<file path="config.mk">
export PLATFORM = sky130hd
export DESIGN_NAME = mem_access_unit
export DESIGN_NICKNAME = d
export VERILOG_FILES = /design/src/rtl/mem_access_unit.sv
export SDC_FILE = /design/constraint.sdc
export NUM_CORES = 1
export LEC_CHECK = 0
export ABC_AREA = 1
export BUFFER_PORTS_ARGS = -buffer_cell sky130_fd_sc_hd__buf_4
export CAP_MARGIN = 10
export CORE_AREA = 2 2 158 160
export CTS_CLUSTER_SIZE = 25
export DETAILED_ROUTE_END_ITERATION = 12
export DIE_AREA = 0 0 160 162
export PLACE_DENSITY = 0.77
export SETUP_SLACK_MARGIN = 0.1
export SLEW_MARGIN = 20
export SYNTH_ARGS = -nofsm -noshare
export SYNTH_HDL_FRONTEND = slang
export SYNTH_SLANG_ARGS = --single-unit
</file>
<file path="constraint.sdc">
create_clock -name clk -period 2.9 [get_ports clk]
set_input_delay 0.58 -clock clk [delete_from_list [all_inputs] [get_ports clk]]
set_output_delay 0.58 -clock clk [all_outputs]
set_load 0.02 [all_outputs]
</file>
<file path="src/rtl/mem_access_unit.sv">
// Memory-access stage: drives a single-outstanding request/ack data port, steers store lanes,
// extracts and extends load data, and flags misaligned accesses and bus timeouts.
module mem_access_unit #(
    parameter int DATA_W         = 64,
    parameter int TIMEOUT_CYCLES = 255
) (
    input  logic                clk,
    input  logic                reset,
    input  logic                branch_in,
    input  logic                zero_in,
    input  logic                mem_read_in,
    input  logic                mem_write_in,
    input  logic [2:0]          funct3_in,
    input  logic [DATA_W-1:0]   addr_in,
    input  logic [DATA_W-1:0]   wdata_in,
    output logic                pc_src_out,
    output logic                dmem_req_out,
    output logic                dmem_we_out,
    output logic [DATA_W-1:0]   dmem_addr_out,
    output logic [DATA_W-1:0]   dmem_wdata_out,
    output logic [DATA_W/8-1:0] dmem_wstrb_out,
    input  logic                dmem_ack_in,
    input  logic [DATA_W-1:0]   dmem_rdata_in,
    output logic                stall_out,
    output logic [DATA_W-1:0]   load_data_out,
    output logic                load_valid_out,
    output logic                misaligned_out,
    output logic                bus_error_out
);

    localparam int STRB_W = DATA_W / 8;
    localparam int OFF_W  = $clog2(STRB_W);
    localparam int CNT_W  = $clog2(TIMEOUT_CYCLES + 1);

    typedef enum logic [1:0] {
        S_IDLE,
        S_ACCESS,
        S_RESP
    } state_t;

    state_t              r_state;
    logic [CNT_W-1:0]    r_count;
    logic                r_req;
    logic                r_we;
    logic [DATA_W-1:0]   r_addr;
    logic [DATA_W-1:0]   r_wdata;
    logic [STRB_W-1:0]   r_wstrb;
    logic [OFF_W-1:0]    r_off;
    logic [2:0]          r_funct3;
    logic [DATA_W-1:0]   r_loadData;
    logic                r_loadValid;
    logic                r_busError;

    logic                w_req;
    logic                w_misal;
    logic [OFF_W-1:0]    w_off;
    logic [STRB_W-1:0]   w_mask;
    logic [STRB_W-1:0]   w_wstrb;
    logic [DATA_W-1:0]   w_wdata;
    logic [DATA_W-1:0]   w_shift;
    logic [DATA_W-1:0]   w_loadData;

    assign pc_src_out = branch_in & zero_in;
    assign w_req      = mem_read_in | mem_write_in;
    assign w_off      = addr_in[OFF_W-1:0];
    assign w_wstrb    = w_mask << w_off;
    assign w_wdata    = wdata_in << {w_off, 3'b000};
    assign w_shift    = dmem_rdata_in >> {r_off, 3'b000};

    // Access size comes from funct3[1:0] for both alignment checking and strobe generation.
    always_comb begin
        w_misal = 1'b0;
        w_mask  = {STRB_W{1'b1}};
        case (funct3_in[1:0])
            2'b00: w_mask = STRB_W'(1);
            2'b01: begin
                w_mask  = STRB_W'(3);
                w_misal = w_off[0];
            end
            2'b10: begin
                w_mask  = STRB_W'(15);
                w_misal = |w_off[1:0];
            end
            default: w_misal = |w_off;
        endcase
    end

    always_comb begin
        w_loadData = '0;
        case (r_funct3)
            3'b000:  w_loadData = {{(DATA_W-8){w_shift[7]}}, w_shift[7:0]};
            3'b001:  w_loadData = {{(DATA_W-16){w_shift[15]}}, w_shift[15:0]};
            3'b010:  w_loadData = {{(DATA_W-32){w_shift[31]}}, w_shift[31:0]};
            3'b011:  w_loadData = w_shift;
            3'b100:  w_loadData = {{(DATA_W-8){1'b0}}, w_shift[7:0]};
            3'b101:  w_loadData = {{(DATA_W-16){1'b0}}, w_shift[15:0]};
            3'b110:  w_loadData = {{(DATA_W-32){1'b0}}, w_shift[31:0]};
            default: w_loadData = '0;
        endcase
    end

    // Stall and misalignment are decoded live from the IDLE request so the pipeline reacts in-cycle.
    always_comb begin
        stall_out      = 1'b0;
        misaligned_out = 1'b0;
        case (r_state)
            S_IDLE: begin
                if (w_req) begin
                    misaligned_out = w_misal;
                    stall_out      = ~w_misal;
                end
            end
            S_ACCESS: stall_out = 1'b1;
            default:  stall_out = 1'b0;
        endcase
    end

    always_ff @(posedge clk) begin
        if (reset) begin
            r_state     <= S_IDLE;
            r_count     <= '0;
            r_req       <= 1'b0;
            r_we        <= 1'b0;
            r_addr      <= '0;
            r_wdata     <= '0;
            r_wstrb     <= '0;
            r_off       <= '0;
            r_funct3    <= '0;
            r_loadData  <= '0;
            r_loadValid <= 1'b0;
            r_busError  <= 1'b0;
        end else begin
            r_loadValid <= 1'b0;
            r_busError  <= 1'b0;
            case (r_state)
                S_IDLE: begin
                    if (w_req && !w_misal) begin
                        r_req    <= 1'b1;
                        r_we     <= mem_write_in;
                        r_addr   <= {addr_in[DATA_W-1:OFF_W], {OFF_W{1'b0}}};
                        r_wdata  <= w_wdata;
                        r_wstrb  <= w_wstrb;
                        r_off    <= w_off;
                        r_funct3 <= funct3_in;
                        r_count  <= '0;
                        r_state  <= S_ACCESS;
                    end
                end
                S_ACCESS: begin
                    // An ack in the same cycle as the timeout limit wins over the error.
                    if (dmem_ack_in) begin
                        r_req   <= 1'b0;
                        r_state <= S_RESP;
                        if (!r_we) begin
                            r_loadData  <= w_loadData;
                            r_loadValid <= 1'b1;
                        end
                    end else if (r_count == CNT_W'(TIMEOUT_CYCLES)) begin
                        r_req      <= 1'b0;
                        r_busError <= 1'b1;
                        r_state    <= S_RESP;
                        if (!r_we) begin
                            r_loadData  <= '0;
                            r_loadValid <= 1'b1;
                        end
                    end else begin
                        r_count <= r_count + CNT_W'(1);
                    end
                end
                S_RESP:  r_state <= S_IDLE;
                default: r_state <= S_IDLE;
            endcase
        end
    end

    assign dmem_req_out   = r_req;
    assign dmem_we_out    = r_we;
    assign dmem_addr_out  = r_addr;
    assign dmem_wdata_out = r_wdata;
    assign dmem_wstrb_out = r_wstrb;
    assign load_data_out  = r_loadData;
    assign load_valid_out = r_loadValid;
    assign bus_error_out  = r_busError;

endmodule

</file>
[Word level (Yosys, flattened, before mapping)]
Cells that the tools add are included.
Storage, ports and cells
  register bits: 217
  word-level logic and storage cells: 78
Operators by class
  reduce and logical (&&, ||, !) cells: 16
  bitwise gates (word level): 5
  eq/ne operators: 14
  add/sub/neg operators: 1
  muxes and demuxes: 27
  shifts and indexed selects: 3
Operators by type and width (count)
  $pmux W64 S7: 1
  $mux W64: 4
  $shl A64 B6 Y64: 1
  $shr A64 B6 Y64: 1
  $mux W8: 3
  $pmux W8 S3: 1
  $pmux W8 S2: 1
  $mux W1: 10
  $eq A3 B3 Y1 const B: 3
  $add A8 B1 Y8 const B: 1
  $eq A8 B8 Y1 const B: 1
  $shl A8 B3 Y8: 1
  $eq A3 B2 Y1 const B: 2
  $mux W2: 3
  $ne A2 B2 Y1 const B: 3
  $reduce_and A3 Y1: 2
  $reduce_or A3 Y1: 2
  $eq A2 B1 Y1 const B: 2
  $logic_not A2 Y1: 2
  $pmux W1 S2: 2
  $pmux W2 S2: 1
  $reduce_and A2 Y1: 2
  $reduce_and A4 Y1: 1
  $reduce_bool A2 Y1: 2
  other kinds (11): 14

[Depth between registers and ports, before layout]
  depth after elaboration: 6
  depth in mapped cells: 14

[Worst setup path after synthesis]
No wires, ideal clock.
  kind: input to output
  start point: input port addr_in[1]
  end point: output port stall_out
  slack: 0.702 ns
  path buffers: 2
  cell stages on the path: 7
  required time: 2.320 ns
  arrival: 1.618 ns
  path through: buf_2 nor2_8 nand2_2 o211ai_2 nand2_2 buf_2 nand2_1
Between the ends
  word-level cells in the longest chain between the ends: 5
Ends and longest elaborated chain
  from (decl): RTL line 14  | input logic [DATA_W-1:0] addr_in,
  $reduce_or A3 Y1 / $reduce_or A2 Y1 (equally long branches): RTL line 84, 82
  $pmux W1 S3 (*): RTL line 74  | case (funct3_in[1:0])
  $not A1 Y1 (*): RTL line 110  | stall_out = ~w_misal;
  $mux W1 (*): RTL line 108  | if (w_req) begin
  $pmux W1 S2 (*): RTL line 106  | case (r_state)
  to (decl): RTL line 24  | output logic stall_out,
Every way passes the cells marked *; elsewhere a longest branch is shown, timed or not.

[Worst setup path after layout]
  start point: input port addr_in[0]
  end point: output port stall_out
Same word-level chain as after synthesis.

==> impl_metrics.toml <==
[layout]
layout.nets = 2302
n_antenna_cell = 0
drive_gt1_share_pct = 24.1
syn_to_final_growth_pct = 33.9
design_area_mm2 = 0.0154
nFillCells = 2268
fin_util_pct = 63.8

[global_route]
grt_pass1_vias = 12600
antenna_found_initial = 0
grtUsageMet1_pct = 35.4
grt_pass1_wl_um = 66200
track_usage_pct = 31.6
use_met2_pct = 55.5
grt_max_degree = 189
busiest_layer = "met2"
use_met3_pct = 8.30
overflow = 0

[timing]
clock_skew_ns = 0.0125
fin_tns_setup_ns = 0
worst_slew_pin_slew_ns = 1.00
timing.fmax_mhz = 414
max-slew-margin-rel_pct = 33.0
hold_viol = 0
setup_viol = 0
finalCritPeriodShare_pct = 83.3
maxSlewViolCount = 0
grt_setup_unrepaired = "false"
timing.final.ws_setup_ns = 0.485
layout_min_cycle_time_ns = 2.41

[critical_path]
reg2regPathDepth = 9
worst_ep_required_time_ns = 2.32
crit_path_start = "addr_in[0]"
cp-endpoint = "stall_out"
rr_endpoint = "load_data_out[58]$_SDFFE_PP0P_"
worstReg2RegStart = "r_count[0]$_SDFFE_PP0P_"
end_kind = "output pin"
worstPathMaxFanout = 14
criticalPathCategory = "input pin to output pin"
worstPathArrival_ns = 1.83
crit_path_start_kind = "input pin"
rrSetupSlack_ns = 0.56

[synthesis]
yosysUniqueCellTypes = 36
synth_cells = 1787
synth.area.top_cells = "dfxtp_1 38%, nand2_1 22%, a21oi_1 9.4%"
synth_most_common_cell = "nand2_1"
synth_edf_count = 0
ys_ff_latch = 217
syn_area_mm2 = 0.0115
yosysSeqAreaShare_pct = 37.8
synth_largest_area_cell = "dfxtp_1"
synth_top_area_share_pct = 37.8
synth.avg_cell_area_um2 = 6.43
synthTopCellsByCount = "665 x nand2_1, 217 x dfxtp_1, 215 x a21oi_1"
ys.flop_type = "dfxtp_1"
ys.warnings.count = 0
async_flop_share_pct = 0

[detailed_routing]
drt_iter0_drc = 1205
drcViolationCount = 0
viasPerCell = 5.51
drt-total-wl_um = 43400
wl_per_cell_um = 17.8
vias = 13400
first_pass_iters = 5
ant_nets = 0

[pwr]
p_per_area_mw_per_mm2 = 564
total_power_w = 0.00868
p_leak_nw = 6.95
max-vdd-ir-drop_uv = 514

[placement]
gp_congestion = 0.956
place_area_mm2 = 0.0146
dp_worst_setup_slack_ns = 0.310
dp_hpwl_um = 31300
port_buffers = 405

[flow_run]
drv_cap = 0

[worst_hold_path]
hold_depth = 2
hold_class = "input pin to flop"

[floorplan]
dieArea_mm2 = 0.0259
die_w_um = 160
start_util_pct = 47.7
core_mm2 = 0.0241
rows = 57
die_h_um = 162
io_pins = 409

[clock_network]
cts_max_level = 1
cts-buffers-inserted = 25
clkSinkCount = 217
cts_resized = 0
cts-root-buf = "clkbuf_16"
tritoncts = "built"
clock_tree.buffer_depth = 3
cts_hold_buf = 0
path_clk_slew_ns = 0.06
post_cts_buffers = 0
worstSkewPairLatency_ns = 0.53

[run_status]
status = "finished, final reports clean"
state kept, by name, indices dropped and copies added (netlist names):
signal          count
bus_error_out       1
dmem_addr_out      61
dmem_req_out        1
dmem_wdata_out     64
dmem_we_out         1
dmem_wstrb_out      8
load_data_out      64
load_valid_out      1
r_count             8
r_funct3            3
r_off               3
r_state             2
report_power, final:
part           switching (W)  total, W  internal, W
registers           0.000121   0.00329      0.00317
clock network        0.00128   0.00316      0.00188
logic                0.00140   0.00223     0.000835
metrics by stage:
stage / hold WS (ns) / instances
final: 0.229 / 2440
after global routing: 0.228 / 2440
after CTS: 0.221 / 2440
after detailed placement: 0.455 / 2396
after global placement: 0.452 / 2396
after floorplan: 0.460 / 1789
per-layer routing:
| metal | vias up | share of wire (%) |
|---|---|---|
| met5 | - | 0 |
| met4 | 0 | 5.5 |
| met3 | 139 | 9.2 |
| met2 | 629 | 48 |
| met1 | 6156 | 37 |
| li1 | 6523 | - |
logic make-up after synthesis:
kind of cell / share of synthesized area [%]
buffers and inverters: 7.97
xor gates and xnor gates: 0.381
AOI/OAI and AO/OA: 19.5
DFF: 37.8
adders and majority gates: 0.109
muxes: 1.22
other: 0.0326
and+or+nand+nor: 33.0
layout make-up:
type / instances / area [um^2] / area share (%)
multi-input cells: 1363 / 6260 / 40.6
flip-flops and latches: 217 / 4350 / 28.2
repair buffers: 436 / 3350 / 21.8
clock inverters: 10 / 109 / 0.707
inverters: 56 / 213 / 1.38
well taps: 324 / 405 / 2.63
clock buffers: 34 / 709 / 4.61
worst min-delay path by stage:
stage                                      end                       startpoint  slack [ns]
6_report              bus_error_out$_SDFF_PP0_                      dmem_ack_in        0.23
5_1_grt               bus_error_out$_SDFF_PP0_                      dmem_ack_in        0.23
2_1_floorplan          r_count[0]$_SDFFE_PP0P_          r_count[0]$_SDFFE_PP0P_        0.46
3_3_place_gp     load_data_out[2]$_SDFFE_PP0P_    load_data_out[2]$_SDFFE_PP0P_        0.45
3_5_place_dp   dmem_wdata_out[19]$_SDFFE_PP0P_  dmem_wdata_out[19]$_SDFFE_PP0P_        0.46
4_1_cts               bus_error_out$_SDFF_PP0_                      dmem_ack_in        0.22
cell usage in the layout (no fill, tap or decap), types with 2 or more instances in the layout:
master,Yosys,layout
a21oi_1,215,215
a31oi_1,11,11
buf_12,0,6
buf_4,17,429
bufinv_16,0,2
clkbuf_1,87,4
clkbuf_16,0,25
clkbuf_8,0,5
clkinv_2,0,5
clkinvlp_4,0,2
conb_1,1,3
dfxtp_1,217,215
dfxtp_2,0,2
inv_1,53,53
inv_2,3,2
mux2i_1,14,14
nand2_1,665,665
nand3_1,118,118
nand4_1,45,45
nor2_1,52,52
nor3_1,4,3
o211a_1,4,4
o211ai_1,18,18
o21ai_0,168,168
o21ai_1,5,5
or2_2,21,22
xor2_1,5,5
worst max-delay path: stages:
cell      delay, ns
buf_4          0.17
nor2_8         0.24
nand2_2        0.12
o211ai_2       0.23
nand2_4        0.18
nand2_1        0.15
buf_4          0.16
No activity file was read; power rests on OpenSTA's default activity.
